$ cat src/rtl/scmp_pkg.sv
// Shared definitions for the serial symbol comparator: FSM states, symbol
// width and the one-hot verdict encoding {eq, gt, lt}.
package scmp_pkg;

    localparam int SYM_W = 2;

    typedef enum logic [1:0] {
        ST_IDLE = 2'd0,
        ST_RUN  = 2'd1,
        ST_DONE = 2'd2
    } state_t;

    localparam logic [2:0] VERDICT_NONE = 3'b000;
    localparam logic [2:0] VERDICT_EQ   = 3'b100;
    localparam logic [2:0] VERDICT_GT   = 3'b010;
    localparam logic [2:0] VERDICT_LT   = 3'b001;

    // Map the decision flags onto the one-hot verdict word.
    function automatic logic [2:0] verdict_encode(input logic decided, input logic pending_gt);
        logic [2:0] v;
        if (!decided) begin
            v = VERDICT_EQ;
        end else if (pending_gt) begin
            v = VERDICT_GT;
        end else begin
            v = VERDICT_LT;
        end
        return v;
    endfunction

endpackage

$ cat src/rtl/sym_cmp2.sv
// Combinational comparator for one pair of 2-bit symbols (unsigned).
module sym_cmp2
    import scmp_pkg::*;
(
    input  logic [SYM_W-1:0] i_x,
    input  logic [SYM_W-1:0] i_y,
    output logic             o_s_eq,
    output logic             o_s_gt
);

    // Per-symbol equality and unsigned magnitude.
    always_comb begin
        o_s_eq = (i_x == i_y);
        o_s_gt = (i_x > i_y);
    end

endmodule

$ cat src/rtl/serial_symbol_compare.sv
// MSB-first serial comparator of two 2-bit symbol streams; registers an
// eq/gt/lt verdict, a match count and an overflow flag per compare.
module serial_symbol_compare
    import scmp_pkg::*;
#(
    parameter int MAX_SYMBOLS = 16,
    parameter int CW          = 5
)
(
    input  logic             clk,
    input  logic             rst,
    input  logic             start,
    input  logic             in_valid,
    input  logic             in_last,
    input  logic [SYM_W-1:0] x,
    input  logic [SYM_W-1:0] y,
    output logic             in_ready,
    output logic             busy,
    output logic             done,
    output logic             eq,
    output logic             gt,
    output logic             lt,
    output logic [CW-1:0]    match_cnt,
    output logic             err
);

    state_t          r_state;
    state_t          w_state_nxt;
    logic            w_start_take;
    logic            w_accept;
    logic            w_last_slot;
    logic            w_finish;
    logic            w_overflow;
    logic            w_s_eq;
    logic            w_s_gt;
    logic            w_decided_nxt;
    logic            w_pending_nxt;
    logic [CW-1:0]   w_match_nxt;

    logic [CW-1:0]   r_beat_cnt;
    logic [CW-1:0]   r_match_cnt;
    logic            r_decided;
    logic            r_pending_gt;
    logic            r_err;
    logic            r_busy;
    logic            r_done;
    logic [2:0]      r_verdict;

    sym_cmp2 u_sym_cmp2 (
        .i_x    (x),
        .i_y    (y),
        .o_s_eq (w_s_eq),
        .o_s_gt (w_s_gt)
    );

    // Beat qualification and decision-after-this-beat values.
    always_comb begin
        w_accept      = in_valid & (r_state == ST_RUN);
        w_last_slot   = (r_beat_cnt == CW'(MAX_SYMBOLS - 1));
        w_finish      = w_accept & (in_last | w_last_slot);
        w_overflow    = w_accept & w_last_slot & ~in_last;
        // The first differing symbol fixes the outcome; later beats cannot change it.
        w_decided_nxt = r_decided | ~w_s_eq;
        w_pending_nxt = r_decided ? r_pending_gt : w_s_gt;
        if (w_s_eq && (r_match_cnt != CW'(MAX_SYMBOLS))) begin
            w_match_nxt = r_match_cnt + CW'(1);
        end else begin
            w_match_nxt = r_match_cnt;
        end
    end

    // Next-state logic; start is only honoured outside RUN.
    always_comb begin
        w_state_nxt  = r_state;
        w_start_take = 1'b0;
        case (r_state)
            ST_IDLE: begin
                if (start) begin
                    w_state_nxt  = ST_RUN;
                    w_start_take = 1'b1;
                end else begin
                    w_state_nxt  = ST_IDLE;
                end
            end
            ST_RUN: begin
                if (w_finish) begin
                    w_state_nxt = ST_DONE;
                end else begin
                    w_state_nxt = ST_RUN;
                end
            end
            ST_DONE: begin
                if (start) begin
                    w_state_nxt  = ST_RUN;
                    w_start_take = 1'b1;
                end else begin
                    w_state_nxt  = ST_IDLE;
                end
            end
            default: begin
                w_state_nxt  = ST_IDLE;
                w_start_take = 1'b0;
            end
        endcase
    end

    // State register plus registered status decodes.
    always_ff @(posedge clk or posedge rst) begin
        if (rst) begin
            r_state <= ST_IDLE;
            r_busy  <= 1'b0;
            r_done  <= 1'b0;
        end else begin
            r_state <= w_state_nxt;
            r_busy  <= (w_state_nxt == ST_RUN);
            r_done  <= (w_state_nxt == ST_DONE);
        end
    end

    // Compare datapath: cleared on an accepted start, updated on accepted beats.
    always_ff @(posedge clk or posedge rst) begin
        if (rst) begin
            r_beat_cnt   <= '0;
            r_match_cnt  <= '0;
            r_decided    <= 1'b0;
            r_pending_gt <= 1'b0;
            r_err        <= 1'b0;
            r_verdict    <= VERDICT_NONE;
        end else if (w_start_take) begin
            r_beat_cnt   <= '0;
            r_match_cnt  <= '0;
            r_decided    <= 1'b0;
            r_pending_gt <= 1'b0;
            r_err        <= 1'b0;
            r_verdict    <= VERDICT_NONE;
        end else if (w_accept) begin
            r_beat_cnt   <= r_beat_cnt + CW'(1);
            r_match_cnt  <= w_match_nxt;
            r_decided    <= w_decided_nxt;
            r_pending_gt <= w_pending_nxt;
            if (w_finish) begin
                r_verdict <= verdict_encode(w_decided_nxt, w_pending_nxt);
                r_err     <= w_overflow;
            end else begin
                r_verdict <= r_verdict;
                r_err     <= r_err;
            end
        end else begin
            r_beat_cnt   <= r_beat_cnt;
            r_match_cnt  <= r_match_cnt;
            r_decided    <= r_decided;
            r_pending_gt <= r_pending_gt;
            r_err        <= r_err;
            r_verdict    <= r_verdict;
        end
    end

    assign in_ready  = (r_state == ST_RUN);
    assign busy      = r_busy;
    assign done      = r_done;
    assign eq        = r_verdict[2];
    assign gt        = r_verdict[1];
    assign lt        = r_verdict[0];
    assign match_cnt = r_match_cnt;
    assign err       = r_err;

endmodule

$ cat config.mk
export PLATFORM = sky130hd
export DESIGN_NAME = serial_symbol_compare
export DESIGN_NICKNAME = d
export VERILOG_FILES = /design/src/rtl/scmp_pkg.sv /design/src/rtl/sym_cmp2.sv /design/src/rtl/serial_symbol_compare.sv
export SDC_FILE = /design/constraint.sdc
export NUM_CORES = 1
export LEC_CHECK = 0
export ABC_AREA = 1
export CAP_MARGIN = 20
export CORE_UTILIZATION = 57
export CTS_BUF_LIST = sky130_fd_sc_hd__clkbuf_8
export DETAILED_ROUTE_END_ITERATION = 7
export GPL_ROUTABILITY_DRIVEN = 1
export PLACE_DENSITY = 0.91
export SYNTH_ARGS = -nofsm -noshare
export SYNTH_HDL_FRONTEND = slang
export SYNTH_SLANG_ARGS = --single-unit
$ cat constraint.sdc
create_clock -name clk -period 3.3 [get_ports clk]
set_input_delay 0.66 -clock clk [delete_from_list [all_inputs] [get_ports clk]]
set_output_delay 0.66 -clock clk [all_outputs]
set_load 0.02 [all_outputs]
==> results.txt, run 1 <==
run status: finished, final reports clean
mean number of vias per cell: 5.09
post-synthesis cell count: 134
post-layout min period: 2.08 ns
max-capacitance violation count: 0
largest fanout on the critical path: 3
first-pass GRT wire length: 3220 um
DP Wirelength: 1440 um
setup repair after global routing missed its margin: no
number of global-route vias before repair: 798
number of antenna violations at the first check in global routing: 0
input/output buffers: 20
Area contributors post-synth: dfrtp_1 (46%), nand2_1 (9.7%), nand3_1 (8.3%), inv_1 (7.6%), ha_1 (6.9%)
maximum clock insertion buffer count: 2
Area growth syn-to-layout: 23.2%
Max-Slew Margin vs Limit: 49.9%
Initial DRT Pass Iterations: 4
fraction of synthesized cell area taken by the top area cell type: 46.1%
library cell occupying the most area in the post-synthesis netlist: dfrtp_1
Die Span X: 45.7 um
CP Capture Type: output pin
Max Fclk: 480 MHz
Post-Synthesis Net Count: 149
worst setup slack for register-to-register paths: 1.72 ns
ratio of final minimum period to clock period: 63.1%
Peak VDD IR: 510 uV
part of the Yosys area used for sequential elements: 46.1%
required time at the endpoint of the critical path: 2.64 ns
Final Hold Fails: 0
count of endpoints failing setup in the final report: 0
static leakage power: 0.700 nW
summed negative setup slack over all endpoints: 0 ns
Syn Area/Cell: 8.10 um^2
final count of pins violating max slew: 0
Setup Skew: 0.00111 ns
CORE AREA: 1760 um^2
ports placed on the boundary: 21
total CTS buffers: 3
total grt overflow: 0
number of buffers added for setup after CTS: 0
Root Buffer: clkbuf_8
launching element type of the critical path: flip-flop
largest net degree at the start of global routing: 21
overall die area: 2080 um^2
DR vias: 911
number of nets in the finished design: 171
clock tree from TritonCTS: built
endpoint of the worst-slack reg-to-reg timing path: r_verdict[1]$_DFFE_PP0P_
logic depth of the worst register-to-register path: 11
minimum setup slack in the final design: 1.22 ns
type of the worst min-delay path: flip-flop to flip-flop
Rows: 15
Die Y: 45.7 um
pre-CTS worst setup slack: 1.20 ns
Post-Syn Area: 1090 um^2
slew of the pin with the lowest slew margin: 0.751 ns
total number of H-tree levels: 1
Routability Congestion: 0.817
Overall Global Routing Usage: 21.9%
count of cell types in the netlist: 22
startpoint-to-endpoint class of the critical path: flip-flop to output pin
hold buffer count at cts: 0
reg-to-reg startpoint: r_beat_cnt[0]$_DFFE_PP0P_
count of inserted antenna diode cells: 0
number of warnings reported in the yosys synthesis log: 0
share of layout cells above drive strength 1: 8.44%
detailed-route wire length: 1920 um
detailed router's first-iteration violation count: 24
clock-pin transition on the worst setup and hold timing paths: 0.07 ns
DRC: 0
Setup crit start: r_state[1]$_DFF_PP0_
total power divided by cell area: 704 nW/um^2
post-route ant nets: 0
final routed wire length divided by cell count: 10.7 um
Worst Path Arrival: 1.42 ns
total of flip-flops plus latches after synthesis: 20
effective utilization at floorplan: 61.6%
critical path endpoint: in_ready
Resized cells post-CTS: 0
count of clock tree sinks: 20
Skew-Pair Late Insertion Delay: 0.25 ns
## cells in the mapped netlist
cell type / n
nand2_1: 28
inv_1: 22
dfrtp_1: 20
nand3_1: 18
nor2_1: 11
ha_1: 6
nand4_1: 4
a21oi_1: 3
inv_2: 3
o21ai_0: 3
buf_2: 2
nand2_2: 2
nand3_2: 2
o22ai_1: 2
buf_6: 1
clkinv_1: 1
nand2_4: 1
nor2_2: 1
nor2_8: 1
nor3_1: 1
o21a_1: 1
o21ai_1: 1
## area by class of cell
type | instances | area (um^2)
Multi-Input combinational cell | 85 | 467
Clock buffer | 3 | 41.3
Fill cell | 132 | 427
Tap cell | 25 | 31.3
Inverter | 26 | 97.6
Timing Repair Buffer | 20 | 200
Sequential cell | 20 | 500
## sequential cells by signal, summed over array words and instances (netlist names)
register,count
err,1
match_cnt,5
done,1
r_beat_cnt,5
r_state,2
busy,1
r_decided,1
r_pending_gt,1
r_verdict,3
## kinds of logic after synthesis
group	synth area share (%)
AO/OA/AOI/OAI	5.07
AND/OR/NAND/NOR	31.0
buffers and inverters	10.9
flip-flops	46.1
adder cells (fa/ha/maj)	6.91
## per-layer routing
layer  up-vias  global-route usage (%)  part of all wire [%]
li1        465                       -                     -
met1       407                    28.8                    46
met2        31                    34.0                    46
met3         8                    2.38                   4.3
met4         0                    14.5                   3.4
met5         -                       0                     0
## worst max-delay path: stages (launching register included)
cell and delay (ns):
dfrtp_1 0.36, inv_1 0.07, nand2_1 0.09, inv_1 0.06
clkdlybuf4s50_1 0.59
## metrics by stage
step / instances / area (um^2) / total power, mW / util, % / hold slack [ns]
6_report: 179 / 1340 / 0.942 / 75.8 / 0.517
5_1_grt: 179 / 1340 / 1.01 / 75.8 / 0.532
3_5_place_dp: 176 / 1300 / 0.788 / 73.5 / 0.504
4_1_cts: 179 / 1340 / 0.942 / 75.8 / 0.520
3_3_place_gp: 176 / 1300 / 0.775 / 73.5 / 0.486
2_1_floorplan: 134 / 1090 / 0.648 / - / 0.487
## worst min path at each step
stage | startpoint | to | slack, ns | depth (start not counted)
global route | err$_DFFE_PP0P_ | err$_DFFE_PP0P_ | 0.53 | 2
detailed placement | err$_DFFE_PP0P_ | err$_DFFE_PP0P_ | 0.50 | 2
global placement | err$_DFFE_PP0P_ | err$_DFFE_PP0P_ | 0.49 | 2
finish | err$_DFFE_PP0P_ | err$_DFFE_PP0P_ | 0.52 | 2
floorplan | r_beat_cnt[0]$_DFFE_PP0P_ | r_beat_cnt[0]$_DFFE_PP0P_ | 0.49 | 1
CTS | err$_DFFE_PP0P_ | err$_DFFE_PP0P_ | 0.52 | 2
## where the power goes
part	internal, mW	total (mW)	leakage [nW]	switching [mW]
clock	0.0812	0.154	0.0216	0.0724
sequential	0.316	0.380	0.266	0.0644
combinational	0.169	0.408	0.412	0.239
## cell usage in the layout, fill, tap and decap left out, types with 2 or more instances in the layout
cell	count
clkdlybuf4s50_1	20
nand3_2	2
nand2_2	2
dfrtp_1	20
o21ai_0	3
o22ai_1	2
nor2_1	11
nand4_1	4
clkbuf_8	3
nand3_1	18
inv_2	3
nand2_1	28
ha_1	6
inv_1	22
a21oi_1	3
Power figures use the tool's default switching activity.
==> inputs of run 2 (changes only) <==
--- a/config.mk
+++ b/config.mk
@@ -7,11 +7,11 @@
 export LEC_CHECK = 0
 export ABC_AREA = 1
 export CAP_MARGIN = 20
-export CORE_UTILIZATION = 57
+export CORE_UTILIZATION = 48
 export CTS_BUF_LIST = sky130_fd_sc_hd__clkbuf_8
 export DETAILED_ROUTE_END_ITERATION = 7
 export GPL_ROUTABILITY_DRIVEN = 1
-export PLACE_DENSITY = 0.91
+export PLACE_DENSITY = 0.82
 export SYNTH_ARGS = -nofsm -noshare
 export SYNTH_HDL_FRONTEND = slang
 export SYNTH_SLANG_ARGS = --single-unit
==> constraint.sdc (replaced) <==
create_clock -name clk -period 1.9 [get_ports clk]
set_input_delay 0.38 -clock clk [delete_from_list [all_inputs] [get_ports clk]]
set_output_delay 0.38 -clock clk [all_outputs]
set_load 0.02 [all_outputs]
==> run 2 against run 1 <==
Register-to-register slack worse by 1.4 ns. Die area is 18% higher. Largest power group unchanged. Critical path type unchanged. Sequential power is 74% higher. Critical path depth stayed put. Via count is 2.7% higher. Flip-flop and latch count stayed put. Utilization is 8.8 points lower. Wire length is 6.8% higher. Clock skew hardly changed. Total power is 81% higher.
==> results.txt, run 2 (synthesized netlist as in run 1, its figures left out) <==
CP Capture Type: output pin
final routed wire length divided by cell count: 11.1 um
overall power of the completed layout: 1.70 mW
hold buffer count at cts: 0
final count of pins violating max slew: 0
max-capacitance violation count: 0
count of endpoints failing setup in the final report: 0
count of clock tree sinks: 20
cell with the most instances on the worst path: inv_1
launching element type of the critical path: flip-flop
share of layout cells above drive strength 1: 10.2%
Worst Path Arrival: 1.41 ns
area occupied by multi-input gates: 467 um^2
ratio of final minimum period to clock period: 94.4%
first-pass GRT wire length: 3800 um
minimum hold slack: 0.442 ns
Filler cells: 168
Overall Global Routing Usage: 20.0%
Die Span X: 49.6 um
setup repair after global routing missed its margin: no
Routability Congestion: 0.794
Root Buffer: clkbuf_8
Max-Slew Margin vs Limit: 79.8%
Initial DRT Pass Iterations: 4
ports placed on the boundary: 21
post-route ant nets: 0
Max Fclk: 557 MHz
required time at the endpoint of the critical path: 1.52 ns
clock tree from TritonCTS: built
overall die area: 2460 um^2
leading cell types in the layout, fill and taps excluded: nand2_1 (28), inv_1 (22), dfrtp_1 (20), clkdlybuf4s50_1 (20), nand3_1 (18)
leading cell type in the layout, fill and taps excluded: nand2_1
CORE AREA: 2040 um^2
detailed router's first-iteration violation count: 18
number of antenna violations at the first check in global routing: 0
Die Y: 49.6 um
list of cells traversed by the critical path: inv_1, nand2_1, inv_1, clkdlybuf4s50_1
sequential cell area: 500 um^2
detailed-route wire length: 2050 um
Area growth syn-to-layout: 26.0%
effective utilization at floorplan: 53.2%
Final Hold Fails: 0
Resized cells post-CTS: 0
slew of the pin with the lowest slew margin: 0.302 ns
number of global-route vias before repair: 928
Rows: 16
mean number of vias per cell: 5.09
clock-pin transition on the worst setup and hold timing paths: 0.07 ns
startpoint-to-endpoint class of the critical path: flip-flop to output pin
DP Wirelength: 1560 um
number of buffers added for setup after CTS: 0
maximum clock insertion buffer count: 2
input/output buffers: 20
type of the worst min-delay path: input port to asynchronous set/reset pin
Setup Skew: 0.00127 ns
total number of H-tree levels: 1
total CTS buffers: 3
post-layout min period: 1.79 ns
Critical Path Max Stage Delay: 0.59 ns
count of inserted antenna diode cells: 0
DRC: 0
total grt overflow: 0
DR vias: 936
summed negative setup slack over all endpoints: 0 ns
total power divided by cell area: 1240 nW/um^2
Critical-path top delay cell: clkdlybuf4s50_1
run status: finished, final reports clean
static leakage power: 0.717 nW
largest net degree at the start of global routing: 21
number of nets in the finished design: 173
Skew-Pair Late Insertion Delay: 0.25 ns
Peak VDD IR: 784 uV
largest fanout on the critical path: 3
[run 2: cell count changes in the layout (fill, tap and decap cells not counted)]
cell      change
clkbuf_8      +1
buf_4         +2
[run 2: path summary, 6_finish.rpt]
kind,from,endpoint,slack (ns),cells past startpoint
hold reg to reg,err$_DFFE_PP0P_,err$_DFFE_PP0P_,0.51,2
min in group clk,err$_DFFE_PP0P_,err$_DFFE_PP0P_,0.51,2
setup / recovery,r_state[1]$_DFF_PP0_,in_ready,0.11,4
max in group asynchronous,rst,r_beat_cnt[0]$_DFFE_PP0P_,1.25,3
hold / removal,rst,r_beat_cnt[3]$_DFFE_PP0P_,0.44,3
setup reg to reg,r_beat_cnt[0]$_DFFE_PP0P_,r_verdict[1]$_DFFE_PP0P_,0.32,11
[run 2: power breakdown]
group          switching (mW)  internal, mW
Combinational           0.417         0.303
Clock                   0.134         0.184
Sequential              0.116         0.548
Total                   0.667          1.03
[run 2: final cells by class]
type                    instances  area share [%]
flip-flops and latches         20            36.6
multi-input cells              85            34.1
repair buffers                 22            15.7
inverters                      26            7.13
clock buffers                   4            4.02
well taps                      27            2.47
[run 2: worst max-delay path, delay by kind of cell, from the launching register on]
family | cells | cell delay, ns
DFF | 1 | 0.36
and+or+nand+nor | 1 | 0.08
buffers and inverters | 3 | 0.72
[run 2: through the flow]
step           setup slack [ns]  area, um^2  std cells  util [%]
2_1_floorplan             0.517        1090        134         -
6_report                  0.106        1370        184      67.0
3_5_place_dp             0.0845        1310        180      64.3
3_3_place_gp              0.122        1310        180      64.3
4_1_cts                   0.100        1370        184      67.0
5_1_grt                  0.0337        1370        184      67.0
[run 2: layer usage]
metal / global-route usage, % / up-vias / wire length, um / part of all wire, %
met5: 0 / - / 0 / 0
met4: 7.62 / 0 / 12 / 0.59
met3: 3.09 / 2 / 65 / 3.2
met2: 35.4 / 22 / 1060 / 52
met1: 24.1 / 437 / 911 / 44
li1: - / 475 / - / -
